==> src/rtl/div_pkg.sv <==
// Shared encodings for the radix-4 SRT divider: op codes, quotient-digit format,
// iteration count and FSM states.
package div_pkg;

    localparam int XLEN  = 32;
    localparam int ITERS = 17;

    localparam logic [1:0] DIV_OP_DIV  = 2'b00;
    localparam logic [1:0] DIV_OP_DIVU = 2'b01;
    localparam logic [1:0] DIV_OP_REM  = 2'b10;
    localparam logic [1:0] DIV_OP_REMU = 2'b11;

    // Quotient digit: bit QD_SIGN is the sign, bits [1:0] the magnitude.
    localparam int         QD_SIGN  = 2;
    localparam logic [1:0] QD_MAG_0 = 2'b00;
    localparam logic [1:0] QD_MAG_1 = 2'b01;
    localparam logic [1:0] QD_MAG_2 = 2'b10;

    typedef enum logic [2:0] {
        IDLE,
        NORM,
        ITER,
        FIX,
        DONE
    } state_e;

endpackage

==> src/rtl/radix4_table.sv <==
// Radix-4 quotient-digit selection (digit set -2..2) from truncated partial
// remainder and normalized divisor estimates.
module radix4_table
    import div_pkg::*;
(
    input  logic [6:0] dividend_index,
    input  logic [3:0] divisor_index,
    input  logic [2:0] dividend_expand,
    input  logic [2:0] dividend_expand_ex,
    input  logic [1:0] divisor_expand,
    input  logic [1:0] divisor_expand_ex,
    output logic [2:0] q_table
);

    logic signed [13:0] p_est;
    logic        [7:0]  d_est;
    logic signed [13:0] d_x2;
    logic signed [13:0] d_x6;

    // p_est is in units of 2^-10, d_est in units of 2^-8; thresholds sit at
    // 0.5*d and 1.5*d, the middle of each overlap region, with ample margin
    // for the truncation error of both estimates.
    assign p_est = {dividend_index[6], dividend_index, dividend_expand, dividend_expand_ex};
    assign d_est = {divisor_index, divisor_expand, divisor_expand_ex};
    assign d_x2  = signed'({5'd0, d_est, 1'b0});
    assign d_x6  = d_x2 + signed'({4'd0, d_est, 2'b00});

    always_comb begin
        q_table = {1'b0, QD_MAG_0};
        if (p_est >= d_x6) begin
            q_table = {1'b0, QD_MAG_2};
        end else if (p_est >= d_x2) begin
            q_table = {1'b0, QD_MAG_1};
        end else if (p_est >= -d_x2) begin
            q_table = {1'b0, QD_MAG_0};
        end else if (p_est >= -d_x6) begin
            q_table = {1'b1, QD_MAG_1};
        end else begin
            q_table = {1'b1, QD_MAG_2};
        end
    end

endmodule

==> src/rtl/radix4_srt_div.sv <==
// Sequential radix-4 SRT divider for RV32M DIV/DIVU/REM/REMU, one digit per cycle.
// Define DIV_EARLY_TERM_EN to finish |a| < |b| requests directly from NORM.
module radix4_srt_div
    import div_pkg::*;
(
    input  logic        clk,
    input  logic        rst_n,
    input  logic        flush,
    input  logic        in_valid,
    output logic        in_ready,
    input  logic [1:0]  in_op,
    input  logic [31:0] in_a,
    input  logic [31:0] in_b,
    output logic        out_valid,
    input  logic        out_ready,
    output logic [31:0] out_result
);

    function automatic logic [4:0] clz(input logic [XLEN-1:0] v);
        logic found;
        clz   = 5'd0;
        found = 1'b0;
        for (int i = XLEN - 1; i >= 0; i--) begin
            if (!found && v[i]) begin
                clz   = 5'(XLEN - 1 - i);
                found = 1'b1;
            end
        end
    endfunction

    function automatic logic [31:0] neg_if(input logic [31:0] v, input logic neg);
        neg_if = neg ? (32'd0 - v) : v;
    endfunction

    state_e             state;
    logic [1:0]         op;
    logic               sign_q;
    logic               sign_r;
    logic [31:0]        a_mag;
    logic [31:0]        b_mag;
    logic [31:0]        divisor;
    logic [33:0]        x_low;
    logic signed [35:0] w;
    logic [33:0]        q_acc;
    logic [33:0]        qm_acc;
    logic [4:0]         cnt;
    logic [4:0]         lzd;

    logic               is_rem;
    logic               acc_signed;
    logic [31:0]        a_abs;
    logic [31:0]        b_abs;
    logic [31:0]        a_restored;
    logic [4:0]         lzd_now;
    logic [63:0]        x_norm;
    logic signed [37:0] p;
    logic signed [37:0] qd;
    logic [2:0]         q_table;
    logic               q_neg;
    logic [1:0]         q_mag;
    logic [33:0]        q_nxt;
    logic [33:0]        qm_nxt;
    logic signed [35:0] rem_raw;
    logic [33:0]        quo_raw;
    logic [31:0]        rem_fix;
    logic [31:0]        quo_fix;

    assign is_rem     = (op == DIV_OP_REM) || (op == DIV_OP_REMU);
    assign acc_signed = (in_op == DIV_OP_DIV) || (in_op == DIV_OP_REM);
    assign a_abs      = (acc_signed && in_a[31]) ? (32'd0 - in_a) : in_a;
    assign b_abs      = (acc_signed && in_b[31]) ? (32'd0 - in_b) : in_b;
    // sign_r is set exactly when the original dividend was negative
    assign a_restored = neg_if(a_mag, sign_r);

    assign lzd_now = clz(b_mag);
    assign x_norm  = {32'd0, a_mag} << lzd_now;

    assign p     = {w, x_low[33:32]};
    assign q_neg = q_table[QD_SIGN];
    assign q_mag = q_table[1:0];

    radix4_table u_table (
        .dividend_index     (p[34:28]),
        .divisor_index      (divisor[31:28]),
        .dividend_expand    (p[27:25]),
        .dividend_expand_ex (p[24:22]),
        .divisor_expand     (divisor[27:26]),
        .divisor_expand_ex  (divisor[25:24]),
        .q_table            (q_table)
    );

    always_comb begin
        qd = '0;
        case (q_mag)
            QD_MAG_1: qd = signed'({6'd0, divisor});
            QD_MAG_2: qd = signed'({5'd0, divisor, 1'b0});
            default:  qd = '0;
        endcase
    end

    // On-the-fly conversion keeps Q and QM = Q - 1 so a negative digit never borrows.
    always_comb begin
        q_nxt  = {q_acc[31:0], 2'b00};
        qm_nxt = {qm_acc[31:0], 2'b11};
        if (q_mag != QD_MAG_0) begin
            if (!q_neg) begin
                q_nxt  = {q_acc[31:0], q_mag};
                qm_nxt = {q_acc[31:0], q_mag - 2'd1};
            end else begin
                q_nxt  = {qm_acc[31:0], 2'd0 - q_mag};
                qm_nxt = {qm_acc[31:0], 2'd3 - q_mag};
            end
        end
    end

    assign rem_raw = w[35] ? (w + signed'({4'd0, divisor})) : w;
    assign quo_raw = w[35] ? qm_acc : q_acc;
    assign rem_fix = neg_if(32'(unsigned'(rem_raw) >> lzd), sign_r);
    assign quo_fix = 32'(sign_q ? (34'd0 - quo_raw) : quo_raw);

    always_ff @(posedge clk or negedge rst_n) begin
        if (!rst_n) begin
            state      <= IDLE;
            in_ready   <= 1'b1;
            out_valid  <= 1'b0;
            out_result <= '0;
            op         <= '0;
            sign_q     <= 1'b0;
            sign_r     <= 1'b0;
            a_mag      <= '0;
            b_mag      <= '0;
            divisor    <= '0;
            x_low      <= '0;
            w          <= '0;
            q_acc      <= '0;
            qm_acc     <= '0;
            cnt        <= '0;
            lzd        <= '0;
        end else if (flush) begin
            state     <= IDLE;
            in_ready  <= 1'b1;
            out_valid <= 1'b0;
        end else begin
            case (state)
                IDLE: begin
                    if (in_valid) begin
                        op       <= in_op;
                        sign_q   <= acc_signed & (in_a[31] ^ in_b[31]);
                        sign_r   <= acc_signed & in_a[31];
                        a_mag    <= a_abs;
                        b_mag    <= b_abs;
                        in_ready <= 1'b0;
                        state    <= NORM;
                    end
                end
                NORM: begin
                    if (b_mag == '0) begin
                        out_result <= is_rem ? a_restored : '1;
                        out_valid  <= 1'b1;
                        state      <= DONE;
                    end
`ifdef DIV_EARLY_TERM_EN
                    else if (a_mag < b_mag) begin
                        out_result <= is_rem ? a_restored : '0;
                        out_valid  <= 1'b1;
                        state      <= DONE;
                    end
`endif
                    else begin
                        lzd     <= lzd_now;
                        divisor <= b_mag << lzd_now;
                        w       <= signed'({6'd0, x_norm[63:34]});
                        x_low   <= x_norm[33:0];
                        q_acc   <= '0;
                        qm_acc  <= '0;
                        cnt     <= '0;
                        state   <= ITER;
                    end
                end
                ITER: begin
                    w      <= 36'(q_neg ? (p + qd) : (p - qd));
                    x_low  <= {x_low[31:0], 2'b00};
                    q_acc  <= q_nxt;
                    qm_acc <= qm_nxt;
                    cnt    <= cnt + 5'd1;
                    if (cnt == 5'(ITERS - 1)) begin
                        state <= FIX;
                    end
                end
                FIX: begin
                    out_result <= is_rem ? rem_fix : quo_fix;
                    out_valid  <= 1'b1;
                    state      <= DONE;
                end
                DONE: begin
                    if (out_ready) begin
                        out_valid <= 1'b0;
                        in_ready  <= 1'b1;
                        state     <= IDLE;
                    end
                end
                default: begin
                    state    <= IDLE;
                    in_ready <= 1'b1;
                end
            endcase
        end
    end

endmodule

==> config.mk <==
export PLATFORM = sky130hd
export DESIGN_NAME = radix4_srt_div
export DESIGN_NICKNAME = d
export VERILOG_FILES = /design/src/rtl/div_pkg.sv /design/src/rtl/radix4_table.sv /design/src/rtl/radix4_srt_div.sv
export SDC_FILE = /design/constraint.sdc
export NUM_CORES = 1
export LEC_CHECK = 0
export BUFFER_PORTS_ARGS = -buffer_cell sky130_fd_sc_hd__buf_2
export CAP_MARGIN = 20
export CORE_ASPECT_RATIO = 1.2
export CORE_UTILIZATION = 35
export CTS_CLUSTER_DIAMETER = 150
export CTS_CLUSTER_SIZE = 28
export DETAILED_ROUTE_END_ITERATION = 8
export PLACE_DENSITY_LB_ADDON = 0.08
export SETUP_SLACK_MARGIN = 0.1
export SLEW_MARGIN = 5
export SYNTH_ARGS = -nofsm -noshare
export SYNTH_HDL_FRONTEND = slang
export SYNTH_SLANG_ARGS = --single-unit
==> constraint.sdc <==
create_clock -name clk -period 11.9 [get_ports clk]
set_input_delay 0.595 -clock clk [delete_from_list [all_inputs] [get_ports clk]]
set_output_delay 0.595 -clock clk [all_outputs]
set_load 0.01 [all_outputs]
==> reports/qor.csv <==
stage;metric;value;unit
sta;setup TNS;0;ns
status;status;completed;
finish;nets@finish;3995;
floorplanning;Initial Utilization;35.5;%
worst_setup_path;crit-path max FO;27;
worst_setup_path;WP data required;12.30;ns
worst_setup_path;Critical R2R Launch;divisor[24];
worst_setup_path;crit path kind;reg2reg;
yosys;Netlist cell types;107;
detailed_routing;Final Routed Wirelength;119;mm
yosys;post-synthesis sequential area ratio;23.6;%
global_routing;GRT busiest layer;met2;
global_routing;Overflow after GRT;0;
flow_run;max cap viols;0;
clock_network;clock latency on the worst-skew pair;0.56;ns
worst_setup_path;register-to-register setup slack;1.12;ns
detailed_routing;DR iter-0 viols;2581;
clock_network;CTS tree;done;
hold_path;HP Class;in2async;
worst_setup_path;max incr delay on CP;0.53;ns
sta;max_slew headroom;26.4;%
detailed_routing;vias per cell;6.04;
sta;period utilisation layout;90.6;%
yosys;Post-Syn Area;29700;µm²
yosys;Yosys reg bits;280;
worst_setup_path;most used cell, CP;a21oi_1;
global_routing;gr usage total;27.1;%
yosys;Cells after Synth;3872;
worst_setup_path;FF-to-FF End;w[35];
finish;share of cells above drive strength 1;7.78;%
finish;Filler Cell Count;8917;
sta;Final Hold Viols;0;
clock_network;total CTS buffers;14;
yosys;Post-synth EDFFs;0;
global_routing;vias in the first global route;28191;
detailed_routing;via count;29679;
floorplanning;I/O pin count;105;
floorplanning;Die Wd;268;µm
yosys;Post-Syn Nets;4080;
finish;Area Overhead vs Synth;6.39;%
floorplanning;standard-cell rows;116;
yosys;syn_area_per_cell;7.68;µm²
worst_setup_path;Worst setup SP type;flop;
yosys;FFs w/ async S/R, synth;100;%
worst_setup_path;Worst EP arrival;11.18;ns
yosys;Synth Warn #;0;
sta;Final setup viols;0;
worst_setup_path;Reg2Reg Depth;51;
sta;skew final;0.0322;ns
sta;fmax;92.8;MHz
floorplanning;Die Height;321;µm
global_routing;initial antenna violation count;2;
global_routing;M1 GR Usage;36.6;%
sta;worst-margin pin slew;1.09;ns
sta;Period minus WS final;10.78;ns
sta;max-slew violation count;0;
global_routing;routing usage on met3;2.03;%
clock_network;Reg clk slew, reported paths;0.12;ns
detailed_routing;router iterations before antenna repair;6;
clock_network;clk buf depth;3;
clock_network;CTS sink cnt;280;
clock_network;H-tree Lvls;1;
global_routing;largest net degree at the start of global routing;104;
worst_setup_path;CP max-delay cell;dfrtp_1;
placement;hpwl dp;91.7;mm
global_routing;met2 usage;45.4;%
sta;setup repair after global routing missed its margin;no;
detailed_routing;wire per inst;24.2;µm
global_routing;first-pass GRT wire length;180;mm
floorplanning;Core ar.;83700;µm²
yosys;Top FF cell, synth;dfrtp_1;
clock_network;clk root buf;clkbuf_16;
placement;RePlAce Congestion;0.970;
detailed_routing;DRC violations left;0;
floorplanning;die area;86100;µm²
clock_network;postcts setup bufs;0;
clock_network;post-CTS resize count;0;
worst_setup_path;Crit. End Element;flop;
placement;IO Port Bufs;104;
clock_network;Hold Buf Count CTS;0;
detailed_routing;antenna viol nets, final;0;
worst max-delay path by stage:
stage / startpoint / end / slack, ns
6_report: divisor[24] / w[35] / 1.12
3_3_place_gp: divisor[24] / w[35] / 1.32
5_1_grt: divisor[24] / w[35] / 0.28
2_1_floorplan: divisor[26] / w[34] / 2.20
3_5_place_dp: divisor[24] / w[35] / 1.19
4_1_cts: divisor[24] / w[35] / 1.12
per-stage QoR:
stage	util, %	hold slack, ns	setup slack [ns]	instances	area (µm²)
after global routing	37.8	0.127	0.279	4913	31600
after floorplan	-	0.299	2.20	3872	29700
after detailed placement	37.2	0.465	1.19	4890	31200
after CTS	37.8	0.0967	1.12	4910	31600
final	37.8	0.0585	1.12	4913	31600
after global placement	37.2	0.458	1.32	4889	31100
worst max-delay path, delay by kind of cell (launching register included):
kind | cells | cell delay, ns
AOI/OAI and AO/OA | 20 | 3.69
xor gates and xnor gates | 4 | 0.70
adders and majority gates | 5 | 1.80
buffers and inverters | 2 | 0.31
DFF | 1 | 0.53
and+or+nand+nor | 20 | 3.54
Yosys cell counts (23+ instances only):
| cell | count | share of area, % |
|---|---|---|
| xnor2_1 | 122 | 3.6 |
| inv_1 | 88 | 1.1 |
| mux2_2 | 30 | 1.1 |
| nor2_1 | 326 | 4.1 |
| o211ai_1 | 38 | 0.96 |
| mux2i_1 | 203 | 6.8 |
| or4_1 | 23 | 0.58 |
| clkbuf_1 | 209 | 2.6 |
| a21o_1 | 53 | 1.3 |
| a31oi_1 | 76 | 1.6 |
| dfrtp_1 | 279 | 23 |
| o22ai_1 | 26 | 0.55 |
| nor4_1 | 36 | 0.76 |
| o31ai_1 | 49 | 1.2 |
| o21ai_0 | 306 | 5.1 |
| buf_1 | 24 | 0.30 |
| or3_1 | 38 | 0.80 |
| nand2b_1 | 99 | 2.1 |
| a21oi_1 | 224 | 3.8 |
| and2_1 | 28 | 0.59 |
| and3_1 | 31 | 0.65 |
| xor2_1 | 113 | 3.3 |
| nor2b_1 | 23 | 0.48 |
| a22o_1 | 78 | 2.3 |
| nand2_1 | 493 | 6.2 |
| o21a_1 | 37 | 0.93 |
| buf_2 | 23 | 0.39 |
| nand4_1 | 36 | 0.76 |
| nor3_1 | 90 | 1.5 |
| a22oi_1 | 69 | 1.7 |
| nand3_1 | 75 | 1.3 |
| ha_1 | 134 | 5.6 |
| a221oi_1 | 35 | 1.0 |
| a211oi_1 | 57 | 1.4 |
state kept, by name, summed over array words and instances, names as in the netlist, 3 cells and up:
| register | flops |
|---|---|
| w | 36 |
| x_low | 34 |
| a_mag | 32 |
| b_mag | 32 |
| divisor | 32 |
| out_result | 32 |
| q_acc | 32 |
| qm_acc | 32 |
| cnt | 5 |
| lzd | 5 |
| state | 3 |
routing by layer:
layer  up-vias  part of all wire (%)
met5         -                     0
met1     14468                    45
met4         0                   3.4
met3       147                   4.8
li1      14193                     -
met2       871                    47
logic make-up (layout without fill, tap and decap cells):
logic type / after synthesis / in the layout / share of synthesized area [%]
muxes: 239 / 239 / 8.42
buffers and inverters: 354 / 273 / 4.61
and+or+nand+nor: 1352 / 1352 / 21.4
other: 0 / 1 / 0
adders and majority gates: 137 / 137 / 5.84
xor gates and xnor gates: 235 / 235 / 6.92
DFF: 280 / 280 / 23.6
AOI/OAI and AO/OA: 1275 / 1275 / 29.2
final cells by class:
class | instances | area [µm²] | area share (%)
Antenna cell | 1 | 2.50 | 0.00791
Tap cell | 1121 | 1400 | 4.43
Clock inverter | 2 | 60.1 | 0.190
Clock buffer | 18 | 397 | 1.25
Inverter | 93 | 349 | 1.10
Sequential cell | 280 | 7010 | 22.2
Multi-Input combinational cell | 3238 | 21400 | 67.8
Timing Repair Buffer | 160 | 971 | 3.07
cells in the final DEF (no fill, tap or decap), types with 54 or more instances in the layout:
cell / instances
nand2_1: 492
nor2_1: 322
o21ai_0: 306
dfrtp_1: 276
a21oi_1: 224
mux2i_1: 203
ha_1: 133
xnor2_1: 122
xor2_1: 113
buf_2: 103
nand2b_1: 98
nor3_1: 89
inv_1: 88
a22o_1: 78
a31oi_1: 76
nand3_1: 74
a22oi_1: 69
a211oi_1: 57
buf_4: 54
Power is left out: the tool's default activity adds up to more than one toggle a clock period on the data nets, which glitch-free logic cannot reach.
